$ cat config.mk
export PLATFORM = sky130hd
export DESIGN_NAME = sdm_stream_ctrl
export DESIGN_NICKNAME = d
export VERILOG_FILES = /design/src/rtl/sdm_pkg.sv /design/src/rtl/sdm_tick_gen.sv /design/src/rtl/sdm_stream_ctrl.sv
export SDC_FILE = /design/constraint.sdc
export NUM_CORES = 1
export LEC_CHECK = 0
export CAP_MARGIN = 25
export CORE_UTILIZATION = 30
export CTS_CLUSTER_SIZE = 25
export DETAILED_ROUTE_END_ITERATION = 8
export PLACE_DENSITY_LB_ADDON = 0.15
export SYNTH_ARGS = -nofsm -noshare
export SYNTH_HDL_FRONTEND = slang
export SYNTH_HIERARCHICAL = 1
export SYNTH_SLANG_ARGS = --single-unit
export TNS_END_PERCENT = 30
$ cat constraint.sdc
create_clock -name clk -period 2.12 [get_ports clk]
set_input_delay 0.424 -clock clk [delete_from_list [all_inputs] [get_ports clk]]
set_output_delay 0.424 -clock clk [all_outputs]
set_load 0.01 [all_outputs]
$ cat src/rtl/sdm_pkg.sv
// Shared types for the sigma-delta stream controller: FSM state encoding,
// audio sample type and the saturating underrun counter helper.
package sdm_pkg;

   typedef enum logic [1:0] {
      ST_IDLE,
      ST_PRIME,
      ST_RUN,
      ST_DRAIN
   } state_t;

   typedef logic signed [15:0] sample_t;

   localparam logic [7:0] UNDERRUN_MAX = 8'hFF;

   function automatic logic [7:0] sat_inc(input logic [7:0] value);
      return (value == UNDERRUN_MAX) ? value : value + 8'd1;
   endfunction

endpackage

$ cat src/rtl/sdm_tick_gen.sv
// Modulator tick generator: divides clk by CLK_DIV into ticks and counts OSR
// ticks per sample frame, flagging the first and last tick of each frame.
module sdm_tick_gen #(
   parameter int OSR     = 64,
   parameter int CLK_DIV = 4
) (
   input  logic clk,
   input  logic rst_n,
   input  logic run,
   output logic tick,
   output logic frame_start,
   output logic frame_end
);

   // CLK_DIV may be 1, where $clog2 would give a zero-width counter.
   localparam int DW = (CLK_DIV > 1) ? $clog2(CLK_DIV) : 1;
   localparam int OW = $clog2(OSR);
   localparam logic [DW-1:0] DIV_LAST = DW'(CLK_DIV - 1);
   localparam logic [OW-1:0] OSR_LAST = OW'(OSR - 1);

   logic [DW-1:0] div_cnt;
   logic [OW-1:0] osr_cnt;

   // NOTE: sequential state uses non-blocking assignments so every flop samples pre-edge values.
   always_ff @(posedge clk or negedge rst_n) begin
      if (!rst_n) begin
         div_cnt <= '0;
         osr_cnt <= '0;
      end else if (!run) begin
         div_cnt <= '0;
         osr_cnt <= '0;
      end else if (tick) begin
         div_cnt <= '0;
         osr_cnt <= (osr_cnt == OSR_LAST) ? '0 : osr_cnt + OW'(1);
      end else begin
         div_cnt <= div_cnt + DW'(1);
      end
   end

   assign tick        = run && (div_cnt == DIV_LAST);
   assign frame_start = tick && (osr_cnt == '0);
   assign frame_end   = tick && (osr_cnt == OSR_LAST);

endmodule

$ cat src/rtl/sdm_stream_ctrl.sv
// Streams upstream audio samples into a sigma-delta DAC/ADC pair: one sample
// held per OSR-tick frame, a one-entry pending buffer, and underrun counting.
module sdm_stream_ctrl
   import sdm_pkg::*;
#(
   parameter int OSR     = 64,
   parameter int CLK_DIV = 4
) (
   input  logic               clk,
   input  logic               rst_n,
   input  logic               enable,
   input  logic               s_valid,
   input  logic signed [15:0] s_data,
   output logic               s_ready,
   output logic               dac_valid,
   output logic signed [15:0] dac_data,
   output logic               adc_valid,
   output logic               frame_start,
   output logic [7:0]         underrun_cnt,
   input  logic               clear_underrun,
   output logic               busy
);

   logic [1:0] rst_sync;
   logic       rst_int_n;

   // NOTE: reset asserts asynchronously but releases only after two clk edges, avoiding recovery violations.
   always_ff @(posedge clk or negedge rst_n) begin
      if (!rst_n) rst_sync <= 2'b00;
      else        rst_sync <= {rst_sync[0], 1'b1};
   end
   assign rst_int_n = rst_sync[1];

   state_t     state, next_state;
   logic       pend_full;
   sample_t    pend_data, held;
   logic [7:0] underrun;
   logic       run, tick, frame_end;
   logic       prime_load, boundary, drain_done;

   sdm_tick_gen #(.OSR(OSR), .CLK_DIV(CLK_DIV)) u_tick_gen (
      .clk         (clk),
      .rst_n       (rst_int_n),
      .run         (run),
      .tick        (tick),
      .frame_start (frame_start),
      .frame_end   (frame_end)
   );

   always_ff @(posedge clk or negedge rst_int_n) begin
      if (!rst_int_n) state <= ST_IDLE;
      else            state <= next_state;
   end

   // NOTE: next_state gets its default before the case so no path infers a latch.
   always_comb begin
      next_state = state;
      case (state)
         ST_IDLE:  if (enable) next_state = ST_PRIME;
         ST_PRIME: begin
            if (!enable)        next_state = ST_IDLE;
            else if (pend_full) next_state = ST_RUN;
         end
         ST_RUN:   if (!enable) next_state = ST_DRAIN;
         ST_DRAIN: if (frame_end) next_state = ST_IDLE;
         default:  next_state = ST_IDLE;
      endcase
   end

   assign run        = (state == ST_RUN) || (state == ST_DRAIN);
   assign prime_load = (state == ST_PRIME) && enable && pend_full;
   assign boundary   = (state == ST_RUN) && frame_end;
   assign drain_done = (state == ST_DRAIN) && frame_end;

   // A full buffer drops s_ready, so a transfer never collides with a load.
   always_ff @(posedge clk or negedge rst_int_n) begin
      if (!rst_int_n) begin
         pend_full <= 1'b0;
         pend_data <= '0;
         held      <= '0;
         underrun  <= '0;
      end else begin
         if ((state == ST_IDLE) || drain_done) begin
            pend_full <= 1'b0;
            held      <= '0;
         end else if (prime_load || (boundary && pend_full)) begin
            held      <= pend_data;
            pend_full <= 1'b0;
         end else if (s_valid && s_ready) begin
            pend_full <= 1'b1;
            pend_data <= s_data;
         end

         if (clear_underrun)              underrun <= '0;
         else if (boundary && !pend_full) underrun <= sat_inc(underrun);
      end
   end

   assign s_ready      = (state != ST_IDLE) && !pend_full;
   assign busy         = (state != ST_IDLE);
   assign dac_valid    = tick;
   assign adc_valid    = tick;
   assign dac_data     = held;
   assign underrun_cnt = underrun;

endmodule
-- Word-level counts from Yosys, hierarchy flattened
Index checks and enable logic that the tools add are counted.
- word-level logic and storage cells: 68
- register bits after elaboration: 53
- memory bits (read-only): 0
- RAM bits: 0
- bits of input ports: 21
- memories kept: 0
- output and inout bits: 29
- bits in latches: 0
- equality and inequality tests: 12
- div/mod/pow operators: 0
- shift-type cells: 0
- $lt $le $gt $ge: 0
- reductions and logical operators: 24
- $mul: 0
- bitwise operators: 2
- mux-type cells: 19
- $add $sub $neg: 3
- operator list (kind ; count):
    16-bit two-way mux ; 2
    8-bit two-way mux ; 3
    6-bit two-way mux ; 3
    2-bit two-way mux ; 7
    1-bit logical AND ; 11
    2-bit != test (second input constant) ; 5
    8-bit by 1-bit adder with 8-bit output (second input constant) ; 1
    8-bit == test (second input constant) ; 1
    2-bit one-hot mux with 4 select lines ; 1
    6-bit by 1-bit adder with 6-bit output (second input constant) ; 1
    2-bit == test (second input constant) ; 3
    6-bit == test (second input constant) ; 1
    6-bit logical NOT ; 1
    2-bit nonzero test ; 3
    4-bit AND reduction ; 1
    1-bit logical OR ; 3
    1-bit two-way mux ; 3
    3-bit != test (second input constant) ; 1
    3-bit AND reduction ; 1
    3-bit nonzero test ; 1
    2-bit by 1-bit adder with 2-bit output (second input constant) ; 1
    2-bit by 1-bit == test with 1-bit output (second input constant) ; 1
    2-bit logical NOT ; 1
    1-bit NOT ; 2
    other kinds (2) ; 2

-- Depth between registers and ports, before layout
Gate-level depths: netlist of the first run.
- depth after elaboration: 9
- mapped depth: 10

-- Modules after synthesis
Netlist of the first run, hierarchy kept.
- by module, submodules not included (module ; times used ; cells each ; area an instance (um^2)):
    sdm_stream_ctrl ; 1 ; 137 ; 1889.3
    sdm_tick_gen ; 1 ; 45 ; 452.9

-- Least setup slack after synthesis of the first run
OpenSTA, ideal clock, no wires.
- path kind: flip-flop to flip-flop
- start point: reg with a tool-made name
- end point: reg pend_data[10]
- setup slack: -0.290 ns
- buffers on the path: 4
- arrival time: 2.285 ns
- cell stages (with the launch flop): 11
- library setup time: 0.125 ns
- path through: dfrtp_1 > buf_2 > clkbuf_1 > nand2_1 > nor3_1 > o21ai_0 > mux2_4 > and3_4 > buf_6 > buf_6 > mux2_4
- RTL lines (what ; RTL line ; source):
    end signal, assigned ; sdm_stream_ctrl.sv:91 ; pend_data <= s_data;
    end, declared ; sdm_stream_ctrl.sv:36 ; sample_t pend_data, held;

-- Final worst setup path of the first run
- start point: reg u_tick_gen.osr_cnt[1]
- end point: reg pend_data[10]
- longest elaborated chain between the ends: 7
- elaborated cells on any way between the ends: 10
- those cells by class: eq/ne: 1; bitwise: 2; reduce/logical: 7
- ends and longest elaborated chain (what ; RTL line ; source):
    start, declared ; sdm_tick_gen.sv:22 ; logic [OW-1:0] osr_cnt;
    start signal, assigned ; sdm_tick_gen.sv:34 ; osr_cnt <= (osr_cnt == OSR_LAST) ? '0 : osr_cnt + OW'(1);
    6-bit == test * ; sdm_tick_gen.sv:42 ; assign frame_end = tick && (osr_cnt == OSR_LAST);
    1-bit logical AND * ; sdm_tick_gen.sv:42 ;
    via frame_end ; sdm_stream_ctrl.sv:38 ; logic run, tick, frame_end;
    1-bit logical AND ; sdm_stream_ctrl.sv:72 ; assign boundary = (state == ST_RUN) && frame_end;
    1-bit logical AND ; sdm_stream_ctrl.sv:86 ; end else if (prime_load || (boundary && pend_full)) begin
    1-bit logical OR ; sdm_stream_ctrl.sv:86 ;
    1-bit NOT (no line) ; n/a ;
    3-bit AND reduction (no line) * ; n/a ;
Mark *: on every way through the listed nets, which the timed path passes. The rest lies on a longest branch.
A chain may end at the register's enable or synchronous reset.

==> results of run 1 <==
what timing repair did:
item,4_1_cts,5_1_grt
gates resized for setup,4,0
gates cloned,0,0
endpoints found under the hold margin,0,0
setup buffers,2,2
endpoints found under the setup margin,2,8
pin swaps,0,1
cell families after synthesis:
group	count (synthesis)
buf+inv	15
other cells	1
fa+ha+maj	4
xor+xnor	8
compound gates	38
simple gates	42
mux	21
flops	53
synthesized netlist by cell type, drive strengths merged, types with 4 or more instances:
cell,count,area (um2)
nand4,4,25.02
a22o,16,140.1
buf,8,60.05
dfrtp,53,1326
nand2,7,26.28
mux2i,4,40.04
nor2,8,30.03
clkbuf,4,15.01
o21ai,5,25.02
mux2,17,229.0
xor2,6,52.55
and2,4,25.02
and3,4,30.03
ha,4,50.05
report_power, final:
part | internal [mW] | total (mW) | switching [mW]
registers | 1.33 | 1.55 | 0.213
clock network | 0.355 | 0.672 | 0.318
logic | 0.706 | 1.11 | 0.406
total | 2.40 | 3.33 | 0.937
stage by stage:
| stage | std cells | hold slack, ns | util |
|---|---|---|---|
| after global placement | 329 | 0.2749 | 0.4058 |
| after CTS | 339 | 0.2699 | 0.4231 |
| after global routing | 341 | 0.2729 | 0.4251 |
| after detailed placement | 329 | 0.2841 | 0.4058 |
| final | 341 | 0.2588 | 0.4251 |
| after floorplan | 182 | 0.1284 | - |
registers in the layout (all words and copies together), names as in the netlist, named ones only:
register            cells
dac_data               16
pend_data              16
pend_full               1
rst_sync                2
state                   1
u_tick_gen/div_cnt      2
u_tick_gen/osr_cnt      6
underrun_cnt            8
metal layers:
metal,up-vias,global-route usage
li1,774,-
met1,761,0.1722
met2,31,0.1807
met3,2,0.03367
met4,0,0.03629
met5,-,0
worst max-delay path by stage:
stage | from | to | slack, ns | cells after the start
floorplan | u_tick_gen/osr_cnt[1] | pend_data[10] | 0.01 | 9
global placement | enable | pend_data[12] | 0.08 | 5
detailed placement | enable | pend_data[11] | 0.04 | 5
CTS | u_tick_gen/osr_cnt[0] | pend_data[10] | 0.1 | 7
global route | u_tick_gen/osr_cnt[3] | pend_data[7] | 0.03 | 7
finish | u_tick_gen/osr_cnt[1] | pend_data[10] | 0.14 | 7
final cells by class:
| class | instances | area [um2] | area share |
|---|---|---|---|
| timing repair buffer | 64 | 613.1 | 0.1947 |
| sequential | 53 | 1329 | 0.4219 |
| inverter | 3 | 11.26 | 0.003576 |
| tap | 99 | 123.9 | 0.03933 |
| clock buffer | 6 | 72.57 | 0.02304 |
| multi-input combinational | 114 | 960.9 | 0.3051 |
| clock inverter | 2 | 38.79 | 0.01232 |
==> flow_summary.yaml, run 1 <==
run_status:
  status: "finished clean"
setup_path:
  rr_endpoint: "pend_data[10]"
  rr_worst_depth: 7
  path_max_fanout: 17
  cpMaxStageDelayCell: "dfrtp_1"
  cp-start-kind: "flip-flop"
  critPathCaptureType: "flip-flop"
  ff2ff_setup_slack_ns: 0.14
  arrival_ns: 2.17
  critPathKind: "reg2reg"
  crit_top_cell: "mux2_4"
  crit_chain: "ha_2 -> nand3_2 -> nor3_4 -> o21ai_1 -> mux2_4 -> and3_4 -> mux2_4"
  critical_path.top_delay_family: "simple AND/OR/NAND/NOR gates"
  r2r_start: "u_tick_gen/osr_cnt[1]"
  path_buf_inv: 0
  cp.required_ns: 2.31
  max_stage_delay_ns: 0.36
logic_synthesis:
  synth_edf_count: 0
  syn-num-nets: 207
  ys_warn_count: 6
  synthAdderAreaFrac: 0.02137
  syn_inst: 182
  synth_cell_type_count: 43
  synth-simple-area-share: 0.1020
  synth_ff_type: "dfrtp_1"
  synthXorXnorAreaFrac: 0.02991
  yosysSeqAreaShare: 0.5662
  syn_area_mm2: 0.002342
  synth-compound-area-share: 0.1271
  synth.mux.area_fraction: 0.1149
  synth_area_per_cell_um2: 12.87
  postSynth.asyncResetShare: 1.000
  synth_top_family_by_area: "compound AO/OA/AOI/OAI gates"
  synth_seq_cells: 53
timing:
  rsz0062_at_grt: "no"
  worst_slew_pin_slew_ns: 0.5436
  setup_violations: 0
  fmax_ghz: 0.5047
  period_needed_ns: 1.981
  fin_crit_sh: 0.9346
  setup_tns_ns: 0
  slew_headroom: 0.6376
  fin_ws_ns: 0.1386
  fin_skew_ns: 0.006440
  slew_violations: 0
  hold_viol_final: 0
floorplanning:
  die_h_um: 90.36
  core-area_mm2: 0.007408
  core.rowCount: 31
  die-area_mm2: 0.008165
  initial_utilization: 0.3162
  die_w_um: 90.36
  io_pins: 50
finish:
  nets: 266
  drive_gt1_frac: 0.2107
  final_common_cell: "dfrtp_1"
  area_delta_synth_final_pct: 34.46
  num-fill-cells: 696
  fin_area_mm2: 0.003149
  antenna_cells: 0
  final_cell_mix: "51 x dfrtp_1, 47 x clkdlybuf4s50_1, 16 x a22o_1, 14 x buf_4, 10 x mux2_4"
placement:
  io_buffers: 49
  post-place-ws_ns: 0.04177
  place_congestion: 0.7200
  dpl_cell_area_mm2: 0.003007
  hpwl_um: 3300
cts:
  path_clk_slew_ns: 0.09
  cts_buffers: 5
  clkLatencyLatePin_ns: 0.30
  root_buffer: "clkbuf_8"
  cts_tree: "done"
  clkSinkCount: 53
  cts_max_level: 2
  hold_buffers: 0
  cts_buffer_depth: 2
run:
  drv_cap: 0
route:
  routed_wl_um: 4681
  drt_iter0_drc: 57
  top_layer: "met4"
  dr_wl_met3_um: 180
  viasPerCell: 4.598
  dr.pass1.iters: 4
  wl_per_cell_um: 13.73
  drc: 0
  antenna_left: 0
  wl_met2_um: 2148
  drt-met1-wl_um: 2335
  via_count: 1568
hold_path:
  hp-class: "reg2async"
pwr:
  ir_drop_mv: 0.3912
  finalPower_mw: 3.333
  power.leakage_nw: 1.398
  powerDensity_mw_per_mm2: 1058
grt:
  grt_max_degree: 29
  grt.total_usage: 0.1217
  grt_pass1_wl_um: 7879
  grt-ovfl-total: 0
  first_global_vias: 1531
  antenna_found_initial: 0
No activity file was read; power rests on OpenSTA's default activity.
==> run 2, diff against run 1 <==
- CELL_PAD_IN_SITES_DETAIL_PLACEMENT: not set -> 1
- CELL_PAD_IN_SITES_GLOBAL_PLACEMENT: not set -> 2
- CORE_UTILIZATION: 30 -> 33
==> run 2 against run 1 <==
Effect of this change:
- sequential cell count unchanged
- sequential power about the same
- cell count down 1.2%
- critical path type is now reg2out
- critical endpoint is now dac_valid
- largest power group unchanged
- highest routed layer unchanged
==> flow_summary.yaml, run 2 (same netlist as run 1, synthesis figures left out) <==
run_status:
  status: "finished clean"
route:
  top_layer: "met4"
  wl_met2_um: 2751
  dr.pass1.iters: 4
  drt-met1-wl_um: 2497
  antenna_left: 0
  dr_wl_met3_um: 181
  routed_wl_um: 5465
  viasPerCell: 4.852
  drt_iter0_drc: 47
  via_count: 1635
  drc: 0
  wl_per_cell_um: 16.22
finish:
  drive_gt1_frac: 0.2241
  num-fill-cells: 734
  final_common_cell: "dfrtp_1"
  area_delta_synth_final_pct: 33.65
  final_cell_mix: "48 x dfrtp_1, 46 x clkdlybuf4s50_1, 16 x a22o_1, 13 x buf_4, 10 x mux2_4"
  antenna_cells: 0
  fin_area_mm2: 0.003131
  nets: 265
cts:
  cts_buffer_depth: 2
  cts_max_level: 2
  root_buffer: "clkbuf_8"
  cts_tree: "done"
  hold_buffers: 0
  cts_buffers: 5
  clkSinkCount: 53
  path_clk_slew_ns: 0.10
  clkLatencyLatePin_ns: 0.31
floorplanning:
  die-area_mm2: 0.007438
  die_h_um: 86.25
  core.rowCount: 30
  io_pins: 50
  die_w_um: 86.25
  initial_utilization: 0.3429
  core-area_mm2: 0.006832
pwr:
  clkPwrFrac: 0.183
  ir_drop_mv: 0.3582
  power_frac_comb: 0.344
  internal_power_mw: 2.273
  pwr-share-seq: 0.473
  powerDensity_mw_per_mm2: 1051
  finalPower_mw: 3.290
  switching_share: 0.3093
  power.leakage_nw: 1.397
  switchingPower_mw: 1.018
grt:
  antenna_found_initial: 0
  first_global_vias: 1702
  grt-ovfl-total: 0
  grt.total_usage: 0.1560
  grt_pass1_wl_um: 8880
  grt_max_degree: 36
placement:
  io_buffers: 49
  dpl_cell_area_mm2: 0.002973
  hpwl_um: 3674
  place_congestion: 0.7456
timing:
  hold_viol_final: 0
  period_needed_ns: 2.020
  fin_skew_ns: 0.008367
  rsz0062_at_grt: "no"
  slew_violations: 0
  fin_crit_sh: 0.9526
  whs_ns: 0.2159
  setup_tns_ns: 0
  setup_violations: 0
  fmax_ghz: 0.4952
setup_path:
  max_stage_delay_ns: 0.54
  r2r_start: "u_tick_gen/osr_cnt[3]"
  arrival_ns: 1.60
  cp-start-kind: "flip-flop"
  crit_chain: "ha_2 -> nand2_4 -> inv_1 -> clkdlybuf4s50_1"
  path_max_fanout: 3
  critPathKind: "reg2out"
  critPathCaptureType: "primary output"
  cpMaxStageDelayCell: "clkdlybuf4s50_1"
  cp.required_ns: 1.70
  worstSetupStartpoint: "u_tick_gen/div_cnt[0]"
hold_path:
  hp-class: "reg2async"
run:
  drv_cap: 0
[run 2: layout make-up]
type	instances	area, um2	share of cell area
tap	96	120.1	0.03837
sequential	53	1333	0.4257
clock inverter	3	25.02	0.007994
multi-input combinational	114	964.7	0.3082
clock buffer	5	68.82	0.02198
inverter	3	11.26	0.003597
timing repair buffer	63	608.1	0.1942
[run 2: layer usage]
layer,track usage,vias to the layer above
met1,0.2094,837
met4,0.02727,0
met2,0.2590,27
met3,0.03905,4
li1,-,767
met5,0,-
[run 2: worst paths after layout]
path / to / slack [ns] / depth (start not counted)
max in group asynchronous: state[0] / 1.36 / 1
max reg2reg: pend_data[3] / 0.14 / 7
min: underrun_cnt[1] / 0.22 / 0
min in group clk: rst_sync[1] / 0.37 / 0
max: dac_valid / 0.10 / 4
min reg2reg: underrun_cnt[1] / 0.22 / 0
[run 2: power groups by stage]
stage	Combinational [mW]	Sequential [mW]	Clock [mW]
2_1_floorplan	0.679	1.57	0
3_3_place_gp	1.05	1.56	0
3_5_place_dp	1.11	1.59	0
4_1_cts	1.14	1.56	0.628
5_1_grt	1.23	1.59	0.669
6_report	1.13	1.56	0.601
[run 2: what timing repair did]
item | CTS | global route
buffers inserted | 2 | 5
resized for setup | 7 | 1
pin swaps | 0 | 1
endpoints found under the setup margin | 2 | 14
[run 2: metrics by stage]
step	cells	setup slack, ns	utilization
2_1_floorplan	182	0.01332	-
3_3_place_gp	322	0.09742	0.4352
3_5_place_dp	322	0.07515	0.4352
4_1_cts	332	0.05067	0.4524
5_1_grt	337	0.01363	0.4582
6_report	337	0.1005	0.4582
[run 2: critical path, delay by kind of cell, from the launching register on]
kind | cells | cell delay (ns)
fa+ha+maj | 1 | 0.21
buf+inv | 2 | 0.63
flops | 1 | 0.38
simple gates | 1 | 0.06
